<file path="config.mk">
export PLATFORM = sky130hd
export DESIGN_NAME = box_overlay
export DESIGN_NICKNAME = d
export VERILOG_FILES = /design/src/rtl/box_overlay_pkg.sv /design/src/rtl/box_overlay_addr.sv /design/src/rtl/box_overlay.sv
export SDC_FILE = /design/constraint.sdc
export NUM_CORES = 1
export LEC_CHECK = 0
export BUFFER_PORTS_ARGS = -buffer_cell sky130_fd_sc_hd__buf_2
export CORE_MARGIN = 1.5
export CORE_UTILIZATION = 59
export CTS_CLUSTER_SIZE = 20
export DETAILED_ROUTE_END_ITERATION = 8
export PLACE_DENSITY = 0.83
export SLEW_MARGIN = 25
export SYNTH_ARGS = -nofsm -noshare
export SYNTH_HDL_FRONTEND = slang
export SYNTH_HIERARCHICAL = 1
export SYNTH_SLANG_ARGS = --single-unit
export TNS_END_PERCENT = 5
</file>
<file path="constraint.sdc">
create_clock -name clock -period 9.8 [get_ports clock]
set_input_delay 0 -clock clock [delete_from_list [all_inputs] [get_ports clock]]
set_output_delay 0 -clock clock [all_outputs]
set_load 0.1 [all_outputs]
</file>
<file path="src/rtl/box_overlay_pkg.sv">
// Shared types and dout field layout for the box_overlay rasteriser.
// dout is packed as {mask, frame, addr, pixel data}, pixel data at the LSB end.
package box_overlay_pkg;

  typedef enum logic [0:0] {
    IDLE = 1'b0,
    RUN  = 1'b1
  } state_e;

  localparam int PIX_BITS = 8;
  localparam int FRAME_W  = 1;

  function automatic int data_w(input int ppw);
    return PIX_BITS * ppw;
  endfunction

  function automatic int addr_lsb(input int ppw);
    return data_w(ppw);
  endfunction

  function automatic int frame_lsb(input int ppw, input int aw);
    return addr_lsb(ppw) + aw;
  endfunction

  function automatic int mask_lsb(input int ppw, input int aw);
    return frame_lsb(ppw, aw) + FRAME_W;
  endfunction

  function automatic int dout_w(input int ppw, input int aw);
    return mask_lsb(ppw, aw) + ppw;
  endfunction

endpackage

</file>
<file path="src/rtl/box_overlay_addr.sv">
// Maps a pixel coordinate to its framebuffer word address and byte-lane mask.
module box_overlay_addr
  import box_overlay_pkg::*;
#(
  parameter int FB_WIDTH     = 800,
  parameter int PIX_PER_WORD = 4,
  parameter int X_W          = 10,
  parameter int Y_W          = 10,
  parameter int ADDR_W       = 17
) (
  input  logic [X_W-1:0]          x,
  input  logic [Y_W-1:0]          y,
  output logic [ADDR_W-1:0]       addr,
  output logic [PIX_PER_WORD-1:0] mask
);

  localparam int SHIFT         = $clog2(PIX_PER_WORD);
  localparam int WORDS_PER_ROW = FB_WIDTH / PIX_PER_WORD;
  localparam logic [X_W-1:0] LANE_MASK = X_W'(PIX_PER_WORD - 1);

  assign addr = ADDR_W'(32'(x >> SHIFT) + 32'(WORDS_PER_ROW) * 32'(y));
  assign mask = PIX_PER_WORD'(1) << (x & LANE_MASK);

endmodule

</file>
<file path="src/rtl/box_overlay.sv">
// Rasterises a clipped box (outline, or solid when BOX_OVERLAY_FILL_EN is defined)
// into a stream of one-pixel framebuffer write beats with valid/ready handshake.
module box_overlay
  import box_overlay_pkg::*;
#(
  parameter int FB_WIDTH     = 800,
  parameter int FB_HEIGHT    = 600,
  parameter int PIX_PER_WORD = 4,
  parameter int X_W          = 10,
  parameter int Y_W          = 10,
  parameter int ADDR_W       = 17
) (
  input  logic                                          clock,
  input  logic                                          reset,
  input  logic                                          start,
  output logic                                          start_ack,
  input  logic [X_W-1:0]                                x0,
  input  logic [Y_W-1:0]                                y0,
  input  logic [X_W-1:0]                                w,
  input  logic [Y_W-1:0]                                h,
  input  logic [7:0]                                    color,
  input  logic                                          fill,
  output logic [PIX_PER_WORD+1+ADDR_W+8*PIX_PER_WORD-1:0] dout,
  output logic                                          valid,
  input  logic                                          ready,
  output logic                                          done,
  input  logic                                          done_ack,
  output logic                                          busy
);

  localparam int DATA_W  = data_w(PIX_PER_WORD);
  localparam int ADDR_LO = addr_lsb(PIX_PER_WORD);
  localparam int FRAME_B = frame_lsb(PIX_PER_WORD, ADDR_W);
  localparam int MASK_LO = mask_lsb(PIX_PER_WORD, ADDR_W);

  localparam logic [X_W:0] FB_W_C = (X_W+1)'(FB_WIDTH);
  localparam logic [Y_W:0] FB_H_C = (Y_W+1)'(FB_HEIGHT);
  localparam logic [X_W:0] X_MAX  = (X_W+1)'(FB_WIDTH - 1);
  localparam logic [Y_W:0] Y_MAX  = (Y_W+1)'(FB_HEIGHT - 1);

  state_e            state_reg;
  logic              start_ack_reg, done_reg, frame_reg, empty_pend_reg;
  logic [X_W-1:0]    x_reg, x0_reg, x1_reg, x_next, x1_in;
  logic [Y_W-1:0]    y_reg, y0_reg, y1_reg, y_next, y1_in;
  logic [7:0]        color_reg;
  logic [X_W:0]      x_end;
  logic [Y_W:0]      y_end;
  logic              box_empty, accept, beat_fire, last_beat, done_set, row_full;
  logic [ADDR_W-1:0]       pix_addr;
  logic [PIX_PER_WORD-1:0] pix_mask;
  logic [DATA_W-1:0]       pix_data;

  // End coordinates are formed one bit wider so x0+w-1 cannot wrap before clipping.
  assign x_end     = {1'b0, x0} + {1'b0, w} - (X_W+1)'(1);
  assign y_end     = {1'b0, y0} + {1'b0, h} - (Y_W+1)'(1);
  assign x1_in     = (x_end > X_MAX) ? X_MAX[X_W-1:0] : x_end[X_W-1:0];
  assign y1_in     = (y_end > Y_MAX) ? Y_MAX[Y_W-1:0] : y_end[Y_W-1:0];
  assign box_empty = (w == '0) || (h == '0) || ({1'b0, x0} >= FB_W_C) || ({1'b0, y0} >= FB_H_C);

  // An empty draw still owes a done pulse one cycle later, so hold off new starts until then.
  assign accept    = start && (state_reg == IDLE) && !empty_pend_reg;
  assign beat_fire = (state_reg == RUN) && ready;
  assign last_beat = (x_reg == x1_reg) && (y_reg == y1_reg);
  assign done_set  = empty_pend_reg || (beat_fire && last_beat);

`ifdef BOX_OVERLAY_FILL_EN
  logic fill_reg;
  always_ff @(posedge clock) begin
    if (reset)       fill_reg <= 1'b0;
    else if (accept) fill_reg <= fill;
  end
  assign row_full = fill_reg || (y_reg == y0_reg) || (y_reg == y1_reg);
`else
  logic unused_fill;
  assign unused_fill = fill;
  assign row_full    = (y_reg == y0_reg) || (y_reg == y1_reg);
`endif

  // Interior outline rows visit only the left edge, then the right edge when distinct.
  always_comb begin
    x_next = x_reg;
    y_next = y_reg;
    if (row_full) begin
      if (x_reg != x1_reg) begin
        x_next = x_reg + X_W'(1);
      end else begin
        x_next = x0_reg;
        y_next = y_reg + Y_W'(1);
      end
    end else if ((x_reg == x0_reg) && (x1_reg != x0_reg)) begin
      x_next = x1_reg;
    end else begin
      x_next = x0_reg;
      y_next = y_reg + Y_W'(1);
    end
  end

  always_ff @(posedge clock) begin
    if (reset) begin
      state_reg      <= IDLE;
      start_ack_reg  <= 1'b0;
      done_reg       <= 1'b0;
      frame_reg      <= 1'b1;
      empty_pend_reg <= 1'b0;
      x_reg          <= '0;
      y_reg          <= '0;
      x0_reg         <= '0;
      y0_reg         <= '0;
      x1_reg         <= '0;
      y1_reg         <= '0;
      color_reg      <= '0;
    end else begin
      start_ack_reg  <= accept;
      empty_pend_reg <= accept && box_empty;
      if (done_set)      done_reg <= 1'b1;
      else if (done_ack) done_reg <= 1'b0;
      if (done_set)      frame_reg <= ~frame_reg;

      if (accept) begin
        x0_reg    <= x0;
        y0_reg    <= y0;
        x1_reg    <= x1_in;
        y1_reg    <= y1_in;
        color_reg <= color;
        x_reg     <= x0;
        y_reg     <= y0;
        if (!box_empty) state_reg <= RUN;
      end else if (beat_fire) begin
        if (last_beat) begin
          state_reg <= IDLE;
        end else begin
          x_reg <= x_next;
          y_reg <= y_next;
        end
      end
    end
  end

  box_overlay_addr #(
    .FB_WIDTH    (FB_WIDTH),
    .PIX_PER_WORD(PIX_PER_WORD),
    .X_W         (X_W),
    .Y_W         (Y_W),
    .ADDR_W      (ADDR_W)
  ) u_addr (
    .x   (x_reg),
    .y   (y_reg),
    .addr(pix_addr),
    .mask(pix_mask)
  );

  generate
    for (genvar gi = 0; gi < PIX_PER_WORD; gi++) begin : g_lane
      assign pix_data[gi*PIX_BITS +: PIX_BITS] = color_reg;
    end
  endgenerate

  assign dout[DATA_W-1:0]                    = pix_data;
  assign dout[ADDR_LO +: ADDR_W]             = pix_addr;
  assign dout[FRAME_B]                       = frame_reg;
  assign dout[MASK_LO +: PIX_PER_WORD]       = pix_mask;

  assign valid     = (state_reg == RUN);
  assign busy      = (state_reg != IDLE);
  assign start_ack = start_ack_reg;
  assign done      = done_reg;

endmodule
</file>
# ---- Yosys cells after proc, flatten, opt, wreduce, memory -nomap -nowiden
# Index checks and enable logic that the tools add are counted.
dict set report totals {
  regBits 73
  latch_bits 0
  mem_bits_rw 0
  rom_bits 0
  inputBits 54
  out_inout_bits 58
  elab_cells 78
  n_memories 0
}
dict set report classes {
  add_sub_neg 7
  n_mul 1
  div 0
  magnitude_cmp 4
  eq_ne 10
  shift 1
  n_mux 20
  bitwise_logic 2
  n_reduce_logical 21
}
# op n
set op_table {}
lappend op_table {{10-bit two-way mux} 14}
lappend op_table {{10-bit == test} 4}
lappend op_table {{10-bit by 10-bit adder with 11-bit output} 2}
lappend op_table {{11-bit by 10-bit > comparator with 1-bit output (second input constant)} 2}
lappend op_table {{11-bit by 1-bit subtractor with 11-bit output (second input constant)} 2}
lappend op_table {{10-bit by 1-bit adder with 10-bit output (second input constant)} 2}
lappend op_table {{10-bit greater-or-equal comparator (second input constant)} 2}
lappend op_table {{10-bit zero test} 2}
lappend op_table {{10-bit != test} 2}
lappend op_table {{8-bit by 17-bit adder with 17-bit output} 1}
lappend op_table {{5-bit by 10-bit multiplier with 14-bit output (first input constant)} 1}
lappend op_table {{1-bit logical AND} 7}
lappend op_table {{1-bit two-way mux} 6}
lappend op_table {{3-bit != test (second input constant)} 2}
lappend op_table {{2-bit nonzero test} 3}
lappend op_table {{1-bit logical OR} 5}
lappend op_table {{2-bit != test (second input constant)} 2}
lappend op_table {{4-bit AND reduction} 1}
lappend op_table {{1-bit by 2-bit << shifter with 4-bit output (first input constant)} 1}
lappend op_table {{3-bit AND reduction} 1}
lappend op_table {{1-bit inverter} 2}
lappend op_table {{2-bit AND reduction} 1}
lappend op_table {{1-bit zero test} 1}

# ---- Depth between registers and ports, before layout
dict set report depth {
  depth_word 7
  mapped_depth 13
  depth_no_buf 13
}

# ---- Cells and area by module
# Netlist, hierarchy kept.
# module instances cells_each area_each_um2 seq_area_each_um2
set by_module_without_submodules {}
lappend by_module_without_submodules {box_overlay 1 686 5387.7 1461.4}
lappend by_module_without_submodules {box_overlay_addr 1 145 1232.4 0.0}

# ---- Worst setup path before layout
# OpenSTA, ideal clock, no wires.
dict set report synth_timing {
  kind {register to output}
  from {register y_reg[3]}
  to {output dout[48]}
  arrival_time_ns 4.581
  required_ns 9.800
  path_slack_ns 5.219
  path_stages_with_launch 13
  n_path_buf 0
  path_cell_list {dfxtp_1 -> ha_1 -> ha_1 -> inv_1 -> fa_1 -> inv_1 -> ha_1 -> a21o_1 -> a22o_1 -> a311o_2 -> xnor2_2 -> nor4_2 -> xnor2_1}
}
dict set report synth_via {
  elab_chain_len 2
}
# element line_no
set synth_lines {}
lappend synth_lines {{start: declaration} box_overlay.sv:44} ;# logic [Y_W-1:0] y_reg, y0_reg, y1_reg, y_next, y1_in;
lappend synth_lines {{start signal: assignment} box_overlay.sv:126} ;# y_reg <= y0;
lappend synth_lines {{start signal: assignment} box_overlay.sv:133} ;# y_reg <= y_next;
lappend synth_lines {{5-bit by 10-bit multiplier with 14-bit output} box_overlay_addr.sv:21} ;# assign addr = ADDR_W'(32'(x >> SHIFT) + 32'(WORDS_PER_ROW) * 32'(y));
lappend synth_lines {{8-bit by 17-bit adder with 17-bit output} box_overlay_addr.sv:21}
lappend synth_lines {{end: declaration} box_overlay.sv:23} ;# output logic [PIX_PER_WORD+1+ADDR_W+8*PIX_PER_WORD-1:0] dout,
# Every way passes these cells.

# ---- Final worst setup path
dict set report layout_timing {
  from {register y_reg[5]}
  to {output dout[47]}
}
# The elaborated chain is that of the path after synthesis.

==> summary.md <==
| Metric | Value |
|---|---|
| Outcome | completed |
| CTS tree | built |
| Cells after synthesis | roughly 830 |
| Number of buffers created by CTS | 9 |
| Most used cell, CP | ha_1 |
| CP required | 9.80 ns |
| Max Freq | 0.226 GHz |
| Cell area power density | approximately 170 nW/um^2 |
| Fin util | about two thirds |
| CTS sink cnt | 73 |
| Multiplexer share of the synthesized area | 0.151% |
| Net count, final | around 1.1k |
| Endpoints failing setup | 0 |
| Maxcap violations | 0 |
| Switching share of power | 48.7% |
| WL final | 16,200 um |
| Pre-antenna DRT Iters | 5 |
| YS warnings | 6 |
| Routed vias | 6,078 |
| Final Worst Setup Slack | 5.38 ns |
| Die Y | 109 um |
| Slew Limit Fails | 0 |
| Crit path DAT | 4.42 ns |
| Core ar. | 10,900 sq um |
| Slew @ Worst Pin | 0.759 ns |
| Worst-path clk slew | ~0.090 ns |
| Synth Area in Adders | 17.0% |
| Slowest cell on crit path | dfxtp_1 |
| Max stage delay on crit path | 0.61 ns |
| RSZ-0062 raised after global routing | no |
| Sequential power share | 28.6% |
| Crit path launch type | register |
| Non-Filler Cell Area, Final | 7450 sq um |
| Synth-to-layout area growth | 12.5% |
| Postcts setup bufs | 0 |
| Clock network power share | between 20% and 30% |
| First-pass GRT wire length | 26,300 um |
| Gpl congestion | 0.919 |
| Row cnt | 38 |
| Vias in the first global route | between 5k and 6k |
| Die ar. | 11,900 sq um |
| Port Buf Inserts | 110 |
| Starting Density | 60.8% |
| Path category of the worst min-delay check | in2reg |
| GRT overflow | 0 |
| Placed Cells | 1,021 |
| Fin crit period | approximately 4.4 ns |
| GRT Total Usage | approximately 28% |
| Worst Path Buf+Inv | 3 |
| DRT iter0 DRCs | between 400 and 500 |
| Hold Vio Cnt, Final | 0 |
| Compound-Gate Fraction of Synth Area | about a fifth |
| Sw Pwr | 625 uW |
| Most common cell after layout, fill and taps aside | buf_2 |
| Most frequent cells in the layout | 110 x buf_2, 109 x inv_1, 78 x nand2_1 |
| Post-Place Setup Slack | roughly 5.8 ns |
| Logic gate share of total power | 50.6% |
| Clk buf depth | 2 |
| Final worst-path cycle share | 45.1% |
| Final Skew | between 0.01 and 0.015 ns |
| Synth Register Bits | 73 |
| Int Pwr | 657 uW |
| Worst-path maximum fanout | 10 |
| Mean Syn Cell Area | between 7 and 8 sq um |
| Ratio of cells with drive above 1 in the final layout | 15.9% |
| Post-DRT Antenna Nets | 0 |
| Area after DPL | between 6000 and 7000 sq um |
| Sequential element share of the synthesized area | between 20% and 30% |
| Die Width | 109 um |
| Non-Filler Instances | 1,065 |
| Skew-Pair Late Insertion Delay | 0.36 ns |
| H-tree levels | 3 |
| Leakage power | approximately 3.6 nW |
| CP top delay family | adder cells |
| Top_reg_cell synth | dfxtp_1 |
| Asr flop ratio synth | 0% |
| # diodes | 0 |
| Routed len/inst | 15.2 um |
| Unique masters post-synth | 75 |
| Cells along the critical path | ha_1 -> ha_1 -> inv_1 -> fa_1 -> inv_1 -> ha_1 -> and3_1 -> a22o_1 -> a311o_2 -> xnor2_2 -> nor4_2 -> xnor2_1 -> buf_2 |
| Slew HR | 49.2% |
| DR vias/cell | 5.71 |
| Crit. End Element | primary output |
| Largest net degree at the start of global routing | 43 |
| Io pins | 112 |
| Cell Area, Synth | 6620 sq um |
| Post-synth EDFFs | 0 |
| TNS Setup | 0 ns |
| DRC Markers | 0 |
| WS Path Type | reg2out |
| Initial antenna violation count | 0 |
| Synth Area in Simple Gates | 16.1% |
| DP HPWL | between 10,000 and 15,000 um |
| VDD IR max | 0.151 mV |
| Root Buffer | clkbuf_8 |
| Mapped Nets | 970 |
| Largest family of logic cells by synthesized area | compound AO/OA/AOI/OAI gates |
| Post-synthesis xor/xnor area fraction | between 10% and 20% |
[worst reg2reg max path: cells and delay by family (launching register included)]
kind | cells | cell delay (ns)
simple gates | 3 | 0.79
compound gates | 2 | 0.98
flops | 1 | 0.61
xor+xnor | 1 | 0.21
[logic make-up (layout without fill, tap and decap cells)]
family,after synthesis,in the layout
AND/OR/NAND/NOR,208,208
buffers and inverters,173,267
adder cells (fa/ha/maj),85,85
flip-flops,73,73
multiplexers,1,1
AO/OA/AOI/OAI,190,190
XOR/XNOR,101,101
[routing by layer]
metal | share of wire, % | track usage, % | up-vias | routed length, um
met4 | 1.9 | 9.77 | 0 | 310
met1 | 43 | 35.0 | 2798 | 7020
met2 | 48 | 49.4 | 244 | 7840
met5 | 0 | 0 | - | 0
li1 | - | - | 3006 | -
met3 | 6.3 | 3.95 | 30 | 1030
[what timing repair did]
action | in CTS | in global routing
gates resized for setup | 0 | 0
endpoints found under the setup margin | 0 | 0
hold buffers | 28 | 0
endpoints found under the hold margin | 39 | 0
[final cells by class]
cell class,count,area [sq um]
clock buffer,9,124
clock inverter,7,92.6
fill,909,3440
inverter,109,409
multi-input combinational,585,4330
sequential,73,1460
tap,140,175
timing repair buffer,142,861
[path summary, 6_finish.rpt]
path / startpoint / endpoint / slack, ns / cells after the start
worst max-delay path: y_reg[5] / dout[47] / 5.38 / 13
worst min-delay path: x0[6] / x0_reg[6] / 0.02 / 3
worst max register to register: y_reg[5] / x_reg[6] / 7.12 / 6
worst min register to register: y0_reg[4] / y0_reg[4] / 0.47 / 2
[metrics by stage]
step	hold slack, ns	power, mW
6_report	0.0184	1.28
5_1_grt	0.0172	1.35
4_1_cts	0.00360	1.28
3_5_place_dp	0.250	1.01
3_3_place_gp	0.247	0.995
2_1_floorplan	0.109	0.910
[power groups by stage]
stage,sequential (mW),combinational (mW),clock (mW)
final,0.367,0.649,0.266
after global routing,0.371,0.703,0.280
after CTS,0.365,0.647,0.266
after detailed placement,0.372,0.634,0
after global placement,0.371,0.624,0
after floorplan,0.378,0.533,0
[cell usage after synthesis (4+ instances only)]
cell type / n / area (sq um)
clkbuf_8: 5 / 68.8
xnor2_1: 61 / 534
fa_1: 8 / 160
and2_1: 7 / 43.8
o22ai_1: 12 / 75.1
nand4_1: 12 / 75.1
dfxtp_1: 73 / 1460
nor3_1: 5 / 25.0
nor4_1: 14 / 87.6
o31ai_1: 4 / 30.0
o32ai_1: 5 / 43.8
ha_1: 77 / 963
a32o_1: 6 / 60.1
buf_4: 29 / 218
a21o_1: 8 / 60.1
inv_1: 109 / 409
a21boi_0: 7 / 52.6
clkbuf_1: 21 / 78.8
nand3_1: 14 / 70.1
xor2_1: 39 / 342
and3_1: 4 / 25.0
a21oi_1: 62 / 310
nand2b_1: 4 / 25.0
a211oi_1: 4 / 30.0
nor2b_1: 6 / 37.5
o21ai_0: 29 / 145
nand2_1: 78 / 293
o211ai_1: 4 / 30.0
a211o_1: 4 / 35.0
a31oi_1: 11 / 68.8
nor2_1: 39 / 146
No activity file was read; power rests on OpenSTA's default activity.
